File: src/rtl/uart_pkg.sv
// Shared types and constants for the parametrised UART receiver with FIFO.
package uart_pkg;

  typedef enum logic [2:0] {
    ST_IDLE      = 3'd0,
    ST_START     = 3'd1,
    ST_DATA      = 3'd2,
    ST_PARITY    = 3'd3,
    ST_STOP      = 3'd4,
    ST_WAIT_IDLE = 3'd5
  } rx_state_e;

  localparam int PAR_NONE = 0;
  localparam int PAR_ODD  = 1;
  localparam int PAR_EVEN = 2;

  localparam logic [15:0] OUT_EMPTY = 16'h8000;

  function automatic int bit_period(input int clk_hz, input int baud);
    return clk_hz / baud;
  endfunction

endpackage

File: src/rtl/uart_rx_fifo_if.sv
// Host-side register interface of the UART receiver: FIFO head, pop, sticky errors.
interface uart_rx_fifo_if;
  logic        rd_en;
  logic        err_clr;
  logic [15:0] out;
  logic        rx_ready;
  logic        frame_err;
  logic        parity_err;
  logic        overrun;

  modport master (
    output rd_en, err_clr,
    input  out, rx_ready, frame_err, parity_err, overrun
  );

  modport slave (
    input  rd_en, err_clr,
    output out, rx_ready, frame_err, parity_err, overrun
  );
endinterface

File: src/rtl/uart_rx_fifo_sync_fifo.sv
// Synchronous FIFO with wrap-bit pointers; a pop on an empty FIFO is ignored.
module sync_fifo #(
  parameter int WIDTH = 8,
  parameter int DEPTH = 16
) (
  input  logic             clk,
  input  logic             clear,
  input  logic             push,
  input  logic             pop,
  input  logic [WIDTH-1:0] din,
  output logic [WIDTH-1:0] head,
  output logic             full,
  output logic             empty,
  output logic             drop
);

  localparam int AW = $clog2(DEPTH);

  logic [AW:0]      wr_ptr;
  logic [AW:0]      rd_ptr;
  logic [WIDTH-1:0] mem [DEPTH];
  logic             pop_ok;
  logic             push_ok;

  assign empty   = (wr_ptr == rd_ptr);
  assign full    = (wr_ptr[AW] != rd_ptr[AW]) && (wr_ptr[AW-1:0] == rd_ptr[AW-1:0]);
  assign pop_ok  = pop && !empty;
  // A pop on the same cycle frees the slot, so a full FIFO still accepts the push.
  assign push_ok = push && (!full || pop_ok);
  assign drop    = push && !push_ok;
  assign head    = mem[rd_ptr[AW-1:0]];

  always_ff @(posedge clk) begin
    if (clear) begin
      wr_ptr <= '0;
      rd_ptr <= '0;
    end else begin
      if (push_ok) wr_ptr <= wr_ptr + (AW+1)'(1);
      if (pop_ok)  rd_ptr <= rd_ptr + (AW+1)'(1);
    end
  end

  always_ff @(posedge clk) begin
    if (push_ok) mem[wr_ptr[AW-1:0]] <= din;
  end

endmodule

File: src/rtl/uart_rx_fifo.sv
// UART receiver: 2-flop synchroniser, majority-voted bit FSM, sticky errors, byte FIFO.
module uart_rx_fifo
  import uart_pkg::*;
#(
  parameter int CLK_FREQ   = 100000000,
  parameter int BAUD_RATE  = 115200,
  parameter int DATA_BITS  = 8,
  parameter int PARITY     = 0,
  parameter int STOP_BITS  = 1,
  parameter int FIFO_DEPTH = 16
) (
  input  logic          CLK_100MHz,
  input  logic          clear,
  input  logic          RX,
  uart_rx_fifo_if.slave bus
);

  localparam int BIT_PERIOD = bit_period(CLK_FREQ, BAUD_RATE);
  localparam int MID        = (BIT_PERIOD - 1) / 2;
  localparam int CNT_W      = $clog2(BIT_PERIOD);

  rx_state_e            state;
  rx_state_e            state_nxt;
  logic                 rx_p0;
  logic                 rx_p1;
  logic                 rxs;
  logic [CNT_W-1:0]     cnt;
  logic [2:0]           bit_idx;
  logic                 stop_idx;
  logic [1:0]           samp;
  logic [DATA_BITS-1:0] shift;
  logic                 bad;
  logic                 frame_err_q;
  logic                 parity_err_q;
  logic                 overrun_q;

  logic                 decide;
  logic                 maj;
  logic                 par_bad;
  logic                 push;
  logic                 set_fe;
  logic                 set_pe;
  logic                 fifo_drop;
  logic                 fifo_full;
  logic                 fifo_empty;
  logic [7:0]           fifo_head;

  function automatic logic maj3(input logic a, input logic b, input logic c);
    return (a & b) | (a & c) | (b & c);
  endfunction

  function automatic logic parity_mismatch(input logic [DATA_BITS-1:0] d, input logic p);
    logic x;
    x = (^d) ^ p;
    return (PARITY == PAR_ODD) ? ~x : x;
  endfunction

  assign rxs     = rx_p1;
  assign decide  = (cnt == CNT_W'(MID + 1));
  assign maj     = maj3(samp[0], samp[1], rxs);
  assign par_bad = parity_mismatch(shift, maj);

  // ---- stage p0/p1: line synchroniser, bit FSM and control registers ----
  always_ff @(posedge CLK_100MHz) begin
    if (clear) begin
      rx_p0        <= 1'b1;
      rx_p1        <= 1'b1;
      state        <= ST_IDLE;
      cnt          <= '0;
      bit_idx      <= '0;
      stop_idx     <= 1'b0;
      bad          <= 1'b0;
      frame_err_q  <= 1'b0;
      parity_err_q <= 1'b0;
      overrun_q    <= 1'b0;
    end else begin
      rx_p0 <= RX;
      rx_p1 <= rx_p0;
      state <= state_nxt;
      // The counter free-runs through every cell so cell boundaries stay anchored to the start edge.
      if (state == ST_IDLE)
        cnt <= '0;
      else if (cnt == CNT_W'(BIT_PERIOD - 1))
        cnt <= '0;
      else
        cnt <= cnt + CNT_W'(1);

      if (state == ST_IDLE)
        bit_idx <= '0;
      else if (state == ST_DATA && decide)
        bit_idx <= bit_idx + 3'd1;

      if (state == ST_IDLE)
        stop_idx <= 1'b0;
      else if (state == ST_STOP && decide)
        stop_idx <= ~stop_idx;

      if (state == ST_IDLE)
        bad <= 1'b0;
      else if (state == ST_PARITY && decide)
        bad <= par_bad;

      // New error events win over a simultaneous err_clr.
      frame_err_q  <= set_fe | (frame_err_q  & ~bus.err_clr);
      parity_err_q <= set_pe | (parity_err_q & ~bus.err_clr);
      overrun_q    <= (push & fifo_drop) | (overrun_q & ~bus.err_clr);
    end
  end

  always_ff @(posedge CLK_100MHz) begin
    if (cnt == CNT_W'(MID - 1)) samp[0] <= rxs;
    if (cnt == CNT_W'(MID))     samp[1] <= rxs;
    if (state == ST_DATA && decide) shift <= {maj, shift[DATA_BITS-1:1]};
  end

  always_comb begin
    state_nxt = state;
    push      = 1'b0;
    set_fe    = 1'b0;
    set_pe    = 1'b0;
    case (state)
      ST_IDLE: begin
        if (!rxs) state_nxt = ST_START;
      end
      ST_START: begin
        if (decide) state_nxt = maj ? ST_IDLE : ST_DATA;
      end
      ST_DATA: begin
        if (decide && bit_idx == 3'(DATA_BITS - 1))
          state_nxt = (PARITY != PAR_NONE) ? ST_PARITY : ST_STOP;
      end
      ST_PARITY: begin
        if (decide) state_nxt = ST_STOP;
      end
      ST_STOP: begin
        if (decide) begin
          if (!maj) begin
            set_fe    = 1'b1;
            state_nxt = ST_WAIT_IDLE;
          end else if (stop_idx == 1'(STOP_BITS - 1)) begin
            state_nxt = ST_IDLE;
            if (bad) set_pe = 1'b1;
            else     push   = 1'b1;
          end
        end
      end
      ST_WAIT_IDLE: begin
        if (rxs) state_nxt = ST_IDLE;
      end
      default: state_nxt = ST_IDLE;
    endcase
  end

  // ---- stage p2: received-byte FIFO and host outputs ----
  sync_fifo #(
    .WIDTH (8),
    .DEPTH (FIFO_DEPTH)
  ) u_fifo (
    .clk   (CLK_100MHz),
    .clear (clear),
    .push  (push),
    .pop   (bus.rd_en),
    .din   (8'(shift)),
    .head  (fifo_head),
    .full  (fifo_full),
    .empty (fifo_empty),
    .drop  (fifo_drop)
  );

  assign bus.out        = fifo_empty ? OUT_EMPTY : {8'h00, fifo_head};
  assign bus.rx_ready   = ~fifo_empty;
  assign bus.frame_err  = frame_err_q;
  assign bus.parity_err = parity_err_q;
  assign bus.overrun    = overrun_q;

endmodule

File: src/flat_wrapper.sv
// flat-port wrapper written by rule: the top's interface ports become plain ports
module uart_rx_fifo_flat import uart_pkg::*;
#(
  parameter int CLK_FREQ   = 100000000,
  parameter int BAUD_RATE  = 115200,
  parameter int DATA_BITS  = 8,
  parameter int PARITY     = 0,
  parameter int STOP_BITS  = 1,
  parameter int FIFO_DEPTH = 16
)
  (CLK_100MHz, clear, RX, bus_rd_en, bus_err_clr, bus_out, bus_rx_ready, bus_frame_err, bus_parity_err, bus_overrun);
  uart_rx_fifo_if bus_i ();
  input  logic CLK_100MHz;
  input  logic clear;
  input  logic RX;
  input wire logic [$bits(bus_i.rd_en)-1:0] bus_rd_en;
  input wire logic [$bits(bus_i.err_clr)-1:0] bus_err_clr;
  output wire logic [$bits(bus_i.out)-1:0] bus_out;
  output wire logic [$bits(bus_i.rx_ready)-1:0] bus_rx_ready;
  output wire logic [$bits(bus_i.frame_err)-1:0] bus_frame_err;
  output wire logic [$bits(bus_i.parity_err)-1:0] bus_parity_err;
  output wire logic [$bits(bus_i.overrun)-1:0] bus_overrun;
  assign bus_i.rd_en = bus_rd_en;
  assign bus_i.err_clr = bus_err_clr;
  assign bus_out = bus_i.out;
  assign bus_rx_ready = bus_i.rx_ready;
  assign bus_frame_err = bus_i.frame_err;
  assign bus_parity_err = bus_i.parity_err;
  assign bus_overrun = bus_i.overrun;
  uart_rx_fifo #(.CLK_FREQ(CLK_FREQ), .BAUD_RATE(BAUD_RATE), .DATA_BITS(DATA_BITS), .PARITY(PARITY), .STOP_BITS(STOP_BITS), .FIFO_DEPTH(FIFO_DEPTH)) u_core (.CLK_100MHz(CLK_100MHz), .clear(clear), .RX(RX), .bus(bus_i));
endmodule
File: config.mk
export PLATFORM = sky130hd
export DESIGN_NAME = uart_rx_fifo_flat
export DESIGN_NICKNAME = d
export VERILOG_FILES = /design/src/rtl/uart_pkg.sv /design/src/rtl/uart_rx_fifo_if.sv /design/src/rtl/uart_rx_fifo_sync_fifo.sv /design/src/rtl/uart_rx_fifo.sv /design/src/flat_wrapper.sv
export SDC_FILE = /design/constraint.sdc
export NUM_CORES = 1
export LEC_CHECK = 0
export ABC_AREA = 1
export CORE_ASPECT_RATIO = 2
export CORE_MARGIN = 5
export CORE_UTILIZATION = 55
export DETAILED_ROUTE_END_ITERATION = 7
export GPL_ROUTABILITY_DRIVEN = 1
export GPL_TIMING_DRIVEN = 0
export PLACE_DENSITY = 0.73
export SLEW_MARGIN = 15
export SYNTH_ARGS = -nofsm -noshare
export SYNTH_HDL_FRONTEND = slang
export SYNTH_SLANG_ARGS = --single-unit
File: constraint.sdc
create_clock -name CLK_100MHz -period 3.25 [get_ports CLK_100MHz]
set_input_delay 0.65 -clock CLK_100MHz [delete_from_list [all_inputs] [get_ports CLK_100MHz]]
set_output_delay 0.65 -clock CLK_100MHz [all_outputs]
set_load 0.005 [all_outputs]
==> results.py <==
metrics = {
    "hold_path": {
        "whs_path_depth": 1,
        "holdCritStartpoint": "u_core.rx_p0$_SDFF_PP1_",
        "holdPathEnd": "u_core.rx_p1$_SDFF_PP1_",
        "hold_class": "flip-flop to flip-flop",
    },
    "timing": {
        "tightest_slew_ps": 899.4,
        "clock.fmax_ghz": 0.3135,
        "finalHoldViolations": 0,
        "fin_crit_ps": 3190,
        "slew_violations": 0,
        "rsz0062_at_grt": "true",
        "layout_setup_ws_ps": 60.44,
        "relSlewSlack_pct": 40.04,
        "setup_viol": 0,
        "finalCritPeriodShare_pct": 98.14,
        "skew_ps": 10.79,
    },
    "pwr": {
        "leakagePower_nw": 3.278,
        "peakVddDrop_mv": 0.4177,
        "totalPowerFinal_mw": 4.718,
        "p_per_area_mw_per_mm2": 534.2,
    },
    "route": {
        "drt_iter0_drc": 328,
        "antenna_left": 0,
        "totalWireLength_um": 17960,
        "vias": 5292,
        "drc": 0,
        "wl_per_cell_um": 18.57,
        "firstDrtPassIters": 5,
        "via_per_inst": 5.473,
    },
    "cells_and_area": {
        "final_cell_mix": "138 x edfxtp_1, 97 x inv_1, 94 x nand2_1, 66 x nand3_1, 57 x a21oi_1",
        "diodes": 0,
        "synthToLayoutAreaGrowth_pct": 13.78,
        "final_nets": 781,
        "stdcell_count": 967,
        "drive_gt1_share_pct": 13.11,
        "layout_commonest_cell": "edfxtp_1",
        "postLayoutCoreUtil_pct": 63.58,
    },
    "synthesis": {
        "ys_types": 39,
        "synth_area_per_cell_um2": 10.74,
        "syn_inst": 723,
        "yosys_warnings": 0,
        "synthTopCellsByArea": "edfxtp_1 53%, dfxtp_1 9.5%, inv_1 4.7%",
        "seq_area_frac_synth_pct": 62.93,
        "yosysTopAreaCell": "edfxtp_1",
        "synthesis.area_mm2": 0.007762,
        "ys_ff_latch": 175,
        "synth_top_area_share_pct": 53.38,
    },
    "floorplan": {
        "initial_utilization_pct": 55.88,
        "die_h_um": 178.0,
        "row_count": 61,
        "die_area_mm2": 0.01673,
        "core_area_mm2": 0.01389,
        "io_pins": 25,
        "die_w_um": 94.01,
    },
    "cts": {
        "clkTransAtPathRegs_ps": 70,
        "clock-sinks": 175,
        "htreeDepth": 4,
        "post_cts_buffers": 0,
        "tritoncts": "yes",
        "cts-root-buf": "clkbuf_16",
        "ctsHoldBuffers": 0,
        "clk_latency_ps": 420,
        "cts_buffers": 17,
        "cts_max_path_buffers": 2,
    },
    "place": {
        "port_buffers": 17,
        "place_ws_ps": 319.3,
        "placedCellCount": 935,
        "gp_congestion": 1.120,
        "dp.final_hpwl_um": 13120,
    },
    "setup_path": {
        "cp-start-kind": "flip-flop",
        "rr_worst_depth": 8,
        "worstPathRequired_ps": 2600,
        "path_max_fanout": 10,
        "arrival_ps": 2540,
        "reg2reg_slack_ps": 830,
        "end_kind": "output pin",
        "r2r_end": "u_core.u_fifo.mem[13][2]$_DFFE_PP_",
        "r2r-start": "u_core.rx_p1$_SDFF_PP1_",
        "crit_type": "flip-flop to output pin",
    },
    "grt": {
        "overflow": 0,
        "antenna_found_initial": 0,
        "grt_usage_pct": 22.62,
        "grt_pass1_wl_um": 27930,
        "grt_max_degree": 20,
        "grt_pass1_vias": 5180,
    },
    "flow_run": {
        "drv_cap": 0,
    },
    "status": {
        "status": "complete, no violations",
    },
}
## registers in the layout, summed over array words and instances (netlist names), 2 cells and up, named ones only
register	flops
u_core.u_fifo.wr_ptr	5
u_core.u_fifo.rd_ptr	5
u_core.samp	2
u_core.bit_idx	3
u_core.u_fifo.mem	128
u_core.state	3
u_core.shift	8
u_core.cnt	10
## how the worst max path moves through the flow
stage / slack [ps] / end / from / cells after the start
6_report: 60 / bus_out[1] / flip-flop / 8
5_1_grt: -9 / bus_out[1] / flip-flop / 8
4_1_cts: 4 / bus_out[3] / flip-flop / 7
3_5_place_dp: 320 / u_core.u_fifo.mem[15][1]$_DFFE_PP_ / bus_rd_en / 5
3_3_place_gp: 360 / bus_out[0] / flip-flop / 7
2_1_floorplan: 1280 / u_core.u_fifo.mem[15][0]$_DFFE_PP_ / u_core.cnt[0]$_SDFF_PP0_ / 6
## synth_stat cells (all sizes together)
cell type	number
o22ai	1
nand2	101
nor3b	5
nor3	2
or2	4
o21ai	35
clkinv	3
xor2	14
nand3	75
edfxtp	138
o31ai	1
nand4	4
inv	100
o211ai	32
buf	23
conb	1
xnor2	7
nor2	55
dfxtp	37
ha	11
nor4	1
a21oi	60
clkbuf	13
## layout make-up
type | count | area (um2)
Clock buffer | 18 | 439.2
Timing Repair Buffer | 17 | 170.2
Multi-Input combinational cell | 415 | 2357
Fill cell | 1126 | 5059
Tap cell | 189 | 236.5
Inverter | 103 | 390.4
Sequential cell | 175 | 4885
Buffer | 36 | 214.0
Clock inverter | 14 | 140.1
## metal layers
layer | part of all wire, % | track usage, %
met3 | 5.0 | 3.841
met5 | 0 | 0
met2 | 53 | 40.94
met4 | 7.6 | 16.76
met1 | 34 | 22.47
## worst max-delay path, stage by stage, from the launching register on
cell	delay (ps)
dfxtp_1	360
clkbuf_4	210
buf_6	160
buf_4	190
o211ai_1	110
nand3_1	260
nand3_1	130
a21oi_1	160
clkdlybuf4s50_1	530
## power breakdown
| group | leakage (nW) | switching [mW] | internal [mW] |
|---|---|---|---|
| registers | 1.54 | 0.0358 | 2.41 |
| clock network | 0.286 | 0.930 | 1.04 |
| logic | 1.45 | 0.206 | 0.0955 |
| total | 3.28 | 1.17 | 3.55 |
## metrics by stage
step / TNS (ps) / cell area, um2 / hold slack (ps)
global placement: 0 / 8192 / 397.7
CTS: 0 / 8792 / 415.6
detailed placement: 0 / 8192 / 399.1
finish: 0 / 8832 / 413.1
global route: -11.96 / 8832 / 444.2
floorplan: 0 / 7785 / 389.5
## cells by family after synthesis
group | synth area share (%)
AOI/OAI and AO/OA | 9.607
xor gates and xnor gates | 2.466
adders and majority gates | 1.773
buffers and inverters | 7.431
DFF | 62.93
other | 0.04831
and+or+nand+nor | 15.75
## what timing repair did
item,4_1_cts,5_1_grt
cloned,0,0
resized for setup,10,20
endpoints found under the setup margin,8,8
hold endpoints to repair,0,0
Power figures use the tool's default switching activity.
